`config.mk`:
```
export PLATFORM = sky130hd
export DESIGN_NAME = inst_fetch_ctrl
export DESIGN_NICKNAME = d
export VERILOG_FILES = /design/src/rtl/cpu_pkg.sv /design/src/rtl/fetch_queue.sv /design/src/rtl/inst_fetch_ctrl.sv
export SDC_FILE = /design/constraint.sdc
export NUM_CORES = 1
export LEC_CHECK = 0
export CAP_MARGIN = 0
export CORE_ASPECT_RATIO = 0.6
export CORE_MARGIN = 1.5
export CORE_UTILIZATION = 40
export DETAILED_ROUTE_END_ITERATION = 10
export GPL_TIMING_DRIVEN = 0
export PLACE_DENSITY = 0.65
export SYNTH_ARGS = -nofsm -noshare
export SYNTH_HDL_FRONTEND = slang
export SYNTH_SLANG_ARGS = --single-unit
```
`constraint.sdc`:
```
create_clock -name clk -period 20.5 [get_ports clk]
set_input_delay 6.15 -clock clk [delete_from_list [all_inputs] [get_ports clk]]
set_output_delay 6.15 -clock clk [all_outputs]
set_load 0.02 [all_outputs]
```
`src/rtl/cpu_pkg.sv`:
```
// Shared CPU definitions: address/instruction widths, reset vector and the
// {pc, inst} record carried through the fetch prefetch queue.
package cpu_pkg;

    localparam int          ADDR_W       = 32;
    localparam int          INST_W       = 32;
    localparam logic [31:0] RESET_VECTOR = 32'h0000_0000;
    localparam logic [31:0] NOP          = 32'h0000_0000;

    typedef struct packed {
        logic [ADDR_W-1:0] pc;
        logic [INST_W-1:0] inst;
    } fetch_entry_t;

endpackage

```
`src/rtl/fetch_queue.sv`:
```
// Small synchronous FIFO of fetch entries with push/pop/flush; the head entry
// is read combinationally so a push is visible on the very next cycle.
module fetch_queue
    import cpu_pkg::*;
#(
    parameter int DEPTH = 2
) (
    input  logic                       clk,
    input  logic                       rst,
    input  logic                       flush,
    input  logic                       push,
    input  logic                       pop,
    input  fetch_entry_t               wr_entry,
    output fetch_entry_t               rd_entry,
    output logic [$clog2(DEPTH+1)-1:0] count,
    output logic                       full,
    output logic                       empty
);

    localparam int PTR_W  = $clog2(DEPTH);
    localparam int QCNT_W = $clog2(DEPTH + 1);

    fetch_entry_t     mem [DEPTH];
    logic [PTR_W-1:0] wr_ptr;
    logic [PTR_W-1:0] rd_ptr;
    logic             do_push;
    logic             do_pop;

    assign full     = (count == QCNT_W'(DEPTH));
    assign empty    = (count == '0);
    assign do_pop   = pop && !empty && !flush;
    assign do_push  = push && !flush && (!full || do_pop);
    assign rd_entry = mem[rd_ptr];

    // Storage carries no reset; only pointers and occupancy are controlled.
    always_ff @(posedge clk) begin
        if (do_push) begin
            mem[wr_ptr] <= wr_entry;
        end
    end

    always_ff @(posedge clk) begin
        if (rst || flush) begin
            wr_ptr <= '0;
            rd_ptr <= '0;
            count  <= '0;
        end else begin
            if (do_push) wr_ptr <= wr_ptr + PTR_W'(1);
            if (do_pop)  rd_ptr <= rd_ptr + PTR_W'(1);
            if (do_push && !do_pop) begin
                count <= count + QCNT_W'(1);
            end else if (!do_push && do_pop) begin
                count <= count - QCNT_W'(1);
            end
        end
    end

endmodule

```
`src/rtl/inst_fetch_ctrl.sv`:
```
// Fetch sequencer: owns the fetch PC, fills the prefetch queue from the
// combinational instruction memory and handles execute redirects.
module inst_fetch_ctrl
    import cpu_pkg::*;
#(
    parameter logic [31:0] RESET_PC = RESET_VECTOR,
    parameter int          DEPTH    = 2,
    parameter int          CNT_W    = 16
) (
    input  logic             clk,
    input  logic             rst,
    input  logic             fetch_en,
    output logic [31:0]      imem_addr,
    input  logic [31:0]      imem_inst,
    input  logic             redirect,
    input  logic [31:0]      redirect_pc,
    output logic             out_valid,
    input  logic             out_ready,
    output logic [31:0]      out_inst,
    output logic [31:0]      out_pc,
    output logic [31:0]      out_pc_plus4,
    output logic             misalign_err,
    output logic [CNT_W-1:0] fetch_cnt
);

    logic [31:0]                fetch_pc;
    logic                       push;
    logic                       pop;
    fetch_entry_t               wr_entry;
    fetch_entry_t               head;
    fetch_entry_t               last_head;
    fetch_entry_t               shown;
    logic [$clog2(DEPTH+1)-1:0] q_count;
    logic                       q_full;
    logic                       q_empty;

    assign imem_addr     = fetch_pc;
    assign wr_entry.pc   = fetch_pc;
    assign wr_entry.inst = imem_inst;

    assign out_valid = !q_empty;
    assign pop       = out_valid && out_ready;
    assign push      = fetch_en && !redirect && (!q_full || pop);

    fetch_queue #(
        .DEPTH (DEPTH)
    ) u_queue (
        .clk      (clk),
        .rst      (rst),
        .flush    (redirect),
        .push     (push),
        .pop      (pop),
        .wr_entry (wr_entry),
        .rd_entry (head),
        .count    (q_count),
        .full     (q_full),
        .empty    (q_empty)
    );

    // Outputs freeze on the last presented head whenever the queue is empty.
    assign shown        = out_valid ? head : last_head;
    assign out_pc       = shown.pc;
    assign out_inst     = shown.inst;
    assign out_pc_plus4 = shown.pc + 32'd4;

    always_ff @(posedge clk) begin
        if (rst) begin
            last_head.pc   <= 32'h0000_0000;
            last_head.inst <= NOP;
        end else if (out_valid) begin
            last_head <= head;
        end
    end

    // Redirect beats push; PC increment wraps naturally at 2^32.
    always_ff @(posedge clk) begin
        if (rst) begin
            fetch_pc     <= RESET_PC;
            misalign_err <= 1'b0;
            fetch_cnt    <= '0;
        end else begin
            if (redirect) begin
                fetch_pc <= {redirect_pc[31:2], 2'b00};
                if (redirect_pc[1:0] != 2'b00) misalign_err <= 1'b1;
            end else if (push) begin
                fetch_pc <= fetch_pc + 32'd4;
            end
            if (push) fetch_cnt <= fetch_cnt + CNT_W'(1);
        end
    end

    a_queue_occupancy: assert property (@(posedge clk) disable iff (rst)
        (int'(q_count) <= DEPTH) && (q_full == (int'(q_count) == DEPTH)));

endmodule
```
# Word-level counts from Yosys, hierarchy flattened
# Memory sizes are Yosys's and may differ from the RTL's. A register that Yosys moved wholly into a read port is not among the register bits.
# Index checks and enable logic that the tools add are counted.
[op_classes] add_sub_neg=7 n_eq_ne=1 mux=9 reduce_logical=23
[ops] operator="adder 32 x 3 -> 32 bit, second input constant" count=2
[ops] operator="two-way mux 32 bit" count=2
[ops] operator="two-way mux 64 bit" count=1
[ops] operator="adder 16 x 1 -> 16 bit, second input constant" count=1
[ops] operator="logical AND 1 bit" count=9
[ops] operator="nonzero test 2 bit" count=3
[ops] operator="zero test 1 bit" count=5
[ops] operator="two-way mux 1 bit" count=4
[ops] operator="two-way mux 2 bit" count=2
[ops] operator="logical OR 1 bit" count=3
[ops] operator="adder 1 bit, second input constant" count=2
[ops] operator="adder 2 x 1 -> 2 bit, second input constant" count=1
[ops] operator="equality test 2 bit, second input constant" count=1
[ops] operator="zero test 2 bit" count=1
[ops] operator="AND reduction 2 bit" count=1
[ops] operator="OR reduction 2 bit" count=1
[ops] operator="subtractor 2 x 1 -> 2 bit, second input constant" count=1
[word_totals] reg_bits=117 mem_bits_rw=128 input_bits=69 out_inout_bits=146 word_cells=50 mem_count=1
[mem_list] name="u_queue.mem" depth=2 width=64 read_ports=1 rd_clocked_by_memory_dff=1 write_ports=1 line_no="fetch_queue.sv:23" rtl="fetch_entry_t mem [DEPTH];"

# Longest topological paths before layout
# Gate-level depths: netlist of the first run.
[logic_depth] word_depth=11 depth_mapped=10

# Hierarchy
# Synthesis of the first run repeated with hierarchy kept, for this count alone.
[hier_totals] hier_cells=854 area_unflattened_um2=10562.6
[by_module_without_submodules] module="inst_fetch_ctrl" instances=1 cells_per_inst=626 area_each_um2=5699.2 seq_area_each_um2=2222.1
[by_module_without_submodules] module="fetch_queue" instances=1 cells_per_inst=228 area_each_um2=4863.4 seq_area_each_um2=3943.8

# Least setup slack after synthesis of the first run
# Ideal clock, no wire load.
[synth_timing] kind="input -> register" from="input redirect" to="memory u_queue.mem[0][0] (netlist name), enable pin" setup_time_ps=635 arrival_ps=12330 t_required_ps=19865 setup_slack_ps=7535 stages=2 cell_sequence="clkbuf_1 > nor4_1"
[synth_via] elab_chain_len=7 word_cells_on_any_way=9 classes_between="2 x mux; 7 x reduce/logical"
[synth_lines] item="start: declaration" line_no="inst_fetch_ctrl.sv:15" rtl="input logic redirect,"
[synth_lines] item="zero test 1 bit (*)" line_no="fetch_queue.sv:31, fetch_queue.sv:32, inst_fetch_ctrl.sv:43"
[synth_lines] item="logical AND 1 bit (2 in series)" line_no="inst_fetch_ctrl.sv:43" rtl="assign push = fetch_en && !redirect && (!q_full || pop);"
[synth_lines] item="logical AND 1 bit" line_no="fetch_queue.sv:32" rtl="assign do_push = push && !flush && (!full || do_pop);"
[synth_lines] item="logical AND 1 bit (*)" line_no="fetch_queue.sv:32"
[synth_lines] item="two-way mux 1 bit (*)" line_no="fetch_queue.sv:37" rtl="if (do_push) begin"
[synth_lines] item="two-way mux 1 bit (not written as such) (*)" line_no="fetch_queue.sv:38" rtl="mem[wr_ptr] <= wr_entry;"
[synth_lines] item="end: declaration" line_no="fetch_queue.sv:23"
# Every way passes the cells marked *; elsewhere a longest branch is shown, timed or not.

# Worst setup path in the final report of the first run
[layout_timing] from="register u_queue.count[1]" to="output out_pc_plus4[30]"
[layout_via] elab_chain_len=3
[layout_lines] item="start: declaration" line_no="fetch_queue.sv:15" rtl="output logic [$clog2(DEPTH+1)-1:0] count,"
[layout_lines] item="start signal: assignment" line_no="fetch_queue.sv:51" rtl="count <= count + QCNT_W'(1);"
[layout_lines] item="start signal: assignment" line_no="fetch_queue.sv:53" rtl="count <= count - QCNT_W'(1);"
[layout_lines] item="zero test 2 bit" line_no="fetch_queue.sv:30" rtl="assign empty = (count == '0);"
[layout_lines] item="two-way mux 64 bit"
[layout_lines] item="adder 32 x 3 -> 32 bit" line_no="inst_fetch_ctrl.sv:64" rtl="assign out_pc_plus4 = shown.pc + 32'd4;"
[layout_lines] item="end: declaration" line_no="inst_fetch_ctrl.sv:21" rtl="output logic [31:0] out_pc_plus4,"
# No other way between the ends.

==> flow_metrics.py, run 1 <==
metrics = {
    "cts": {
        "post-cts-setup-buffers": 0,
        "cts_sinks": 240,
        "ctsResizeCount": 0,
        "clock_latency_ns": 0.51,
        "cts_tree": "yes",
        "cts_max_path_buffers": 3,
        "htree_levels": 1,
        "ctsHoldBuffers": 0,
        "clk_pin_slew_ns": 0.06,
        "cts_made_buffers": 23,
        "root_buffer": "clkbuf_16",
    },
    "yosys": {
        "synthArstFlopShare_pct": 0,
        "synth_edf_count": 124,
        "ys_warn_count": 0,
        "avgSynthCellArea_sq_um": 11.7,
        "synth_cell_types": 53,
        "yosys-top-cells-count": "edfxtp_1 (124), dfxtp_1 (116), nor2_1 (80)",
        "synth_area_leaders": "edfxtp_1 (37%), dfxtp_1 (23%), mux2i_1 (7.5%)",
        "synth_top_area_cell": "edfxtp_1",
        "postSynthCellCount": 860,
        "yosysSeqAreaShare_pct": 60.1,
        "synth.most_common_cell": "edfxtp_1",
        "synth_seq_cells": 240,
        "netlist_area_sq_um": 10100,
        "synth-main-ff-cell": "edfxtp_1",
        "synth_top_area_share_pct": 37.0,
    },
    "outcome": {
        "status": "finished clean",
    },
    "setup_path": {
        "critical-path-slowest-cell": "nor3b_1",
        "critical_path_class": "flip-flop to output pin",
        "crit_path_end_kind": "output pin",
        "timing.rr.end": "imem_addr[31]",
        "crit_chain": "buf_6, nor2_8, inv_8, buf_12, a21oi_1, ha_1, nor3b_1, nand4_1, nor3_1, xnor2_1, clkdlybuf4s50_1",
        "start_kind": "flip-flop",
        "r2r_slack_ns": 17.75,
        "r2r_start": "imem_addr[5]",
        "slowest_delay_ns": 0.81,
        "rr_worst_depth": 6,
        "cp.required_ns": 14.35,
        "crit_start": "u_queue.count[1]",
        "cp_max_fo": 10,
        "arrival_ns": 4.76,
    },
    "die": {
        "initial_core_util_pct": 41.1,
        "core_sq_um": 24400,
        "placementRows": 44,
        "die_area_sq_um": 26100,
        "ios": 215,
        "dieHeight_um": 126,
        "fp.dieW_um": 208,
    },
    "routing": {
        "drtPass1Iterations": 5,
        "ant_nets": 0,
        "detail_route.wl_per_cell_um": 18.5,
        "num_vias": 7228,
        "drc": 0,
        "wirelength_mm": 26.8,
        "drt_iter0_drc": 336,
        "viasPerCell": 5.00,
    },
    "timing": {
        "final-setup-viol-count": 0,
        "setup_tns_ns": 0,
        "rsz0062_at_grt": "false",
        "hold_viol_final": 0,
        "fin_crit_sh_pct": 53.2,
        "timing.final.crit_period_ns": 10.91,
        "setup_slack_ns": 9.59,
        "drv_slew": 0,
        "max-slew-margin-rel_pct": 33.9,
        "hold_ws_ns": 0.455,
        "max_freq_mhz": 91.6,
        "worstMarginPinSlew_ns": 0.990,
        "clock_skew_ns": 0.0101,
    },
    "global_route": {
        "grt_use_met2_pct": 29.8,
        "track_usage_pct": 20.4,
        "grt_pass1_wl_mm": 41.4,
        "met3_usage_pct": 4.56,
        "grt_overflow": 0,
        "gr-usage-met1_pct": 31.2,
        "grt_busiest_layer": "met1",
        "antenna_found_initial": 1,
        "grt_pass1_vias": 7024,
        "grt_max_degree": 45,
    },
    "min_path": {
        "min-delay-path-class": "flip-flop to flip-flop",
        "min_from": "misalign_err",
        "hold_depth": 2,
        "worstHoldEndpoint": "misalign_err",
    },
    "layout": {
        "layout-drive-gt1-share_pct": 8.01,
        "final_cells": 1446,
        "antennaDiodeCount": 0,
        "nFillCells": 2129,
        "area_growth_pct": 33.4,
        "fin_nets": 1180,
    },
    "run": {
        "cap_viol_max_count": 0,
    },
    "pwr": {
        "powerDensity_nw_per_um2": 83.6,
        "peakVddDrop_mv": 0.0547,
        "p_leak_nw": 4.79,
    },
    "placed_design": {
        "port_buffers": 211,
        "gp_congestion": 0.814,
        "hpwl_mm": 19.6,
        "dp.cells": 1404,
        "dp_worst_setup_slack_ns": 10.16,
    },
}
-- sequential cells by signal, summed over array words and instances, names as in the netlist, named ones only --
register	flops
u_queue.mem	124
last_head	64
imem_addr	30
fetch_cnt	16
u_queue.count	2
misalign_err	1
u_queue.rd_ptr	1
u_queue.wr_ptr	1
-- worst max-delay path by stage --
stage	depth (start not counted)	end	slack, ns
floorplan	2	u_queue.mem[0][0]	7.54
global placement	3	u_queue.mem[0][10]	2.11
detailed placement	11	out_pc_plus4[30]	10.16
CTS	11	out_pc_plus4[30]	9.60
global route	11	out_pc_plus4[30]	9.36
finish	11	out_pc_plus4[30]	9.59
-- through the flow --
stage          total power, mW  area, sq um  utilization, %
2_1_floorplan            0.636        10100               -
3_3_place_gp             0.719        12600            51.4
3_5_place_dp             0.721        12700            51.9
4_1_cts                   1.13        13400            54.9
5_1_grt                   1.17        13400            54.9
6_report                  1.12        13400            54.9
-- layer usage --
| layer | up-vias | routed length [um] |
|---|---|---|
| li1 | 3511 | - |
| met1 | 3469 | 13700 |
| met5 | - | 13 |
| met2 | 215 | 10900 |
| met4 | 2 | 388 |
| met3 | 31 | 1850 |
-- where the power goes --
group          leakage, nW  switching (mW)  internal [mW]
Combinational         2.34          0.0936         0.0780
Sequential            2.09          0.0121          0.526
Clock                0.358           0.179          0.234
-- cells by family (layout without fill, tap and decap cells) --
group                    Yosys count  count (layout)  synth area share (%)
AND/OR/NAND/NOR                  294             294                  15.1
other                              1               2                0.0373
adder cells (fa/ha/maj)            4               4                 0.498
flip-flops                       240             240                  60.1
XOR/XNOR                          70              70                  6.17
buffers and inverters             80             343                  3.92
AO/OA/AOI/OAI                     73              73                  4.01
multiplexers                      98              98                  10.1
-- cells in the final DEF, fill, tap and decap left out, types with 6 or more instances in the layout --
cell type,Yosys,final
o21ai_0,38,38
edfxtp_1,124,124
a211oi_1,8,8
mux2i_1,75,75
nor4_1,17,16
nand3_1,18,18
nand4_1,14,14
or3_1,6,6
nand2_1,66,66
clkdlybuf4s50_1,0,211
buf_4,5,12
clkbuf_16,0,25
and3_1,6,6
mux2_2,17,17
nor3_1,26,26
clkbuf_1,24,30
nor2b_1,39,39
xor2_1,26,26
a21oi_1,18,18
buf_6,4,6
inv_1,36,36
dfxtp_1,116,116
nor2_1,80,80
xnor2_1,43,43
-- worst max-delay path, delay by kind of cell, from the launching register on --
family / cells / cell delay (ns)
and+or+nand+nor: 4 / 1.95
adders and majority gates: 1 / 0.27
DFF: 1 / 0.31
buffers and inverters: 4 / 1.08
AOI/OAI and AO/OA: 1 / 0.41
xor gates and xnor gates: 1 / 0.21
-- layout make-up --
cell class	instances	area (sq um)	share of cell area, %
Buffer	42	244	1.82
Clock buffer	34	689	5.14
Clock inverter	8	41.3	0.308
Inverter	38	150	1.12
Multi-Input combinational cell	541	3630	27.0
Sequential cell	240	6050	45.1
Tap cell	322	403	3.00
Timing Repair Buffer	221	2210	16.5
(Power assumes the default switching activity.)
==> inputs of run 2 (changes only) <==
==> constraint.sdc (replaced) <==
create_clock -name clk -period 10.2 [get_ports clk]
set_input_delay 3.06 -clock clk [delete_from_list [all_inputs] [get_ports clk]]
set_output_delay 3.06 -clock clk [all_outputs]
set_load 0.02 [all_outputs]
==> results of run 2 <==
Same layout as run 1 (identical final DEF). Status: finished clean.
Among the figures that moved: setup slack after placement 10.16 ns -> 2.95 ns; setup slack after layout 9.59 ns -> 2.38 ns; register-to-register setup slack 17.75 ns -> 7.45 ns; total power 1.12 mW -> 2.25 mW; worst IR drop on VDD 0.0547 mV -> 0.110 mV
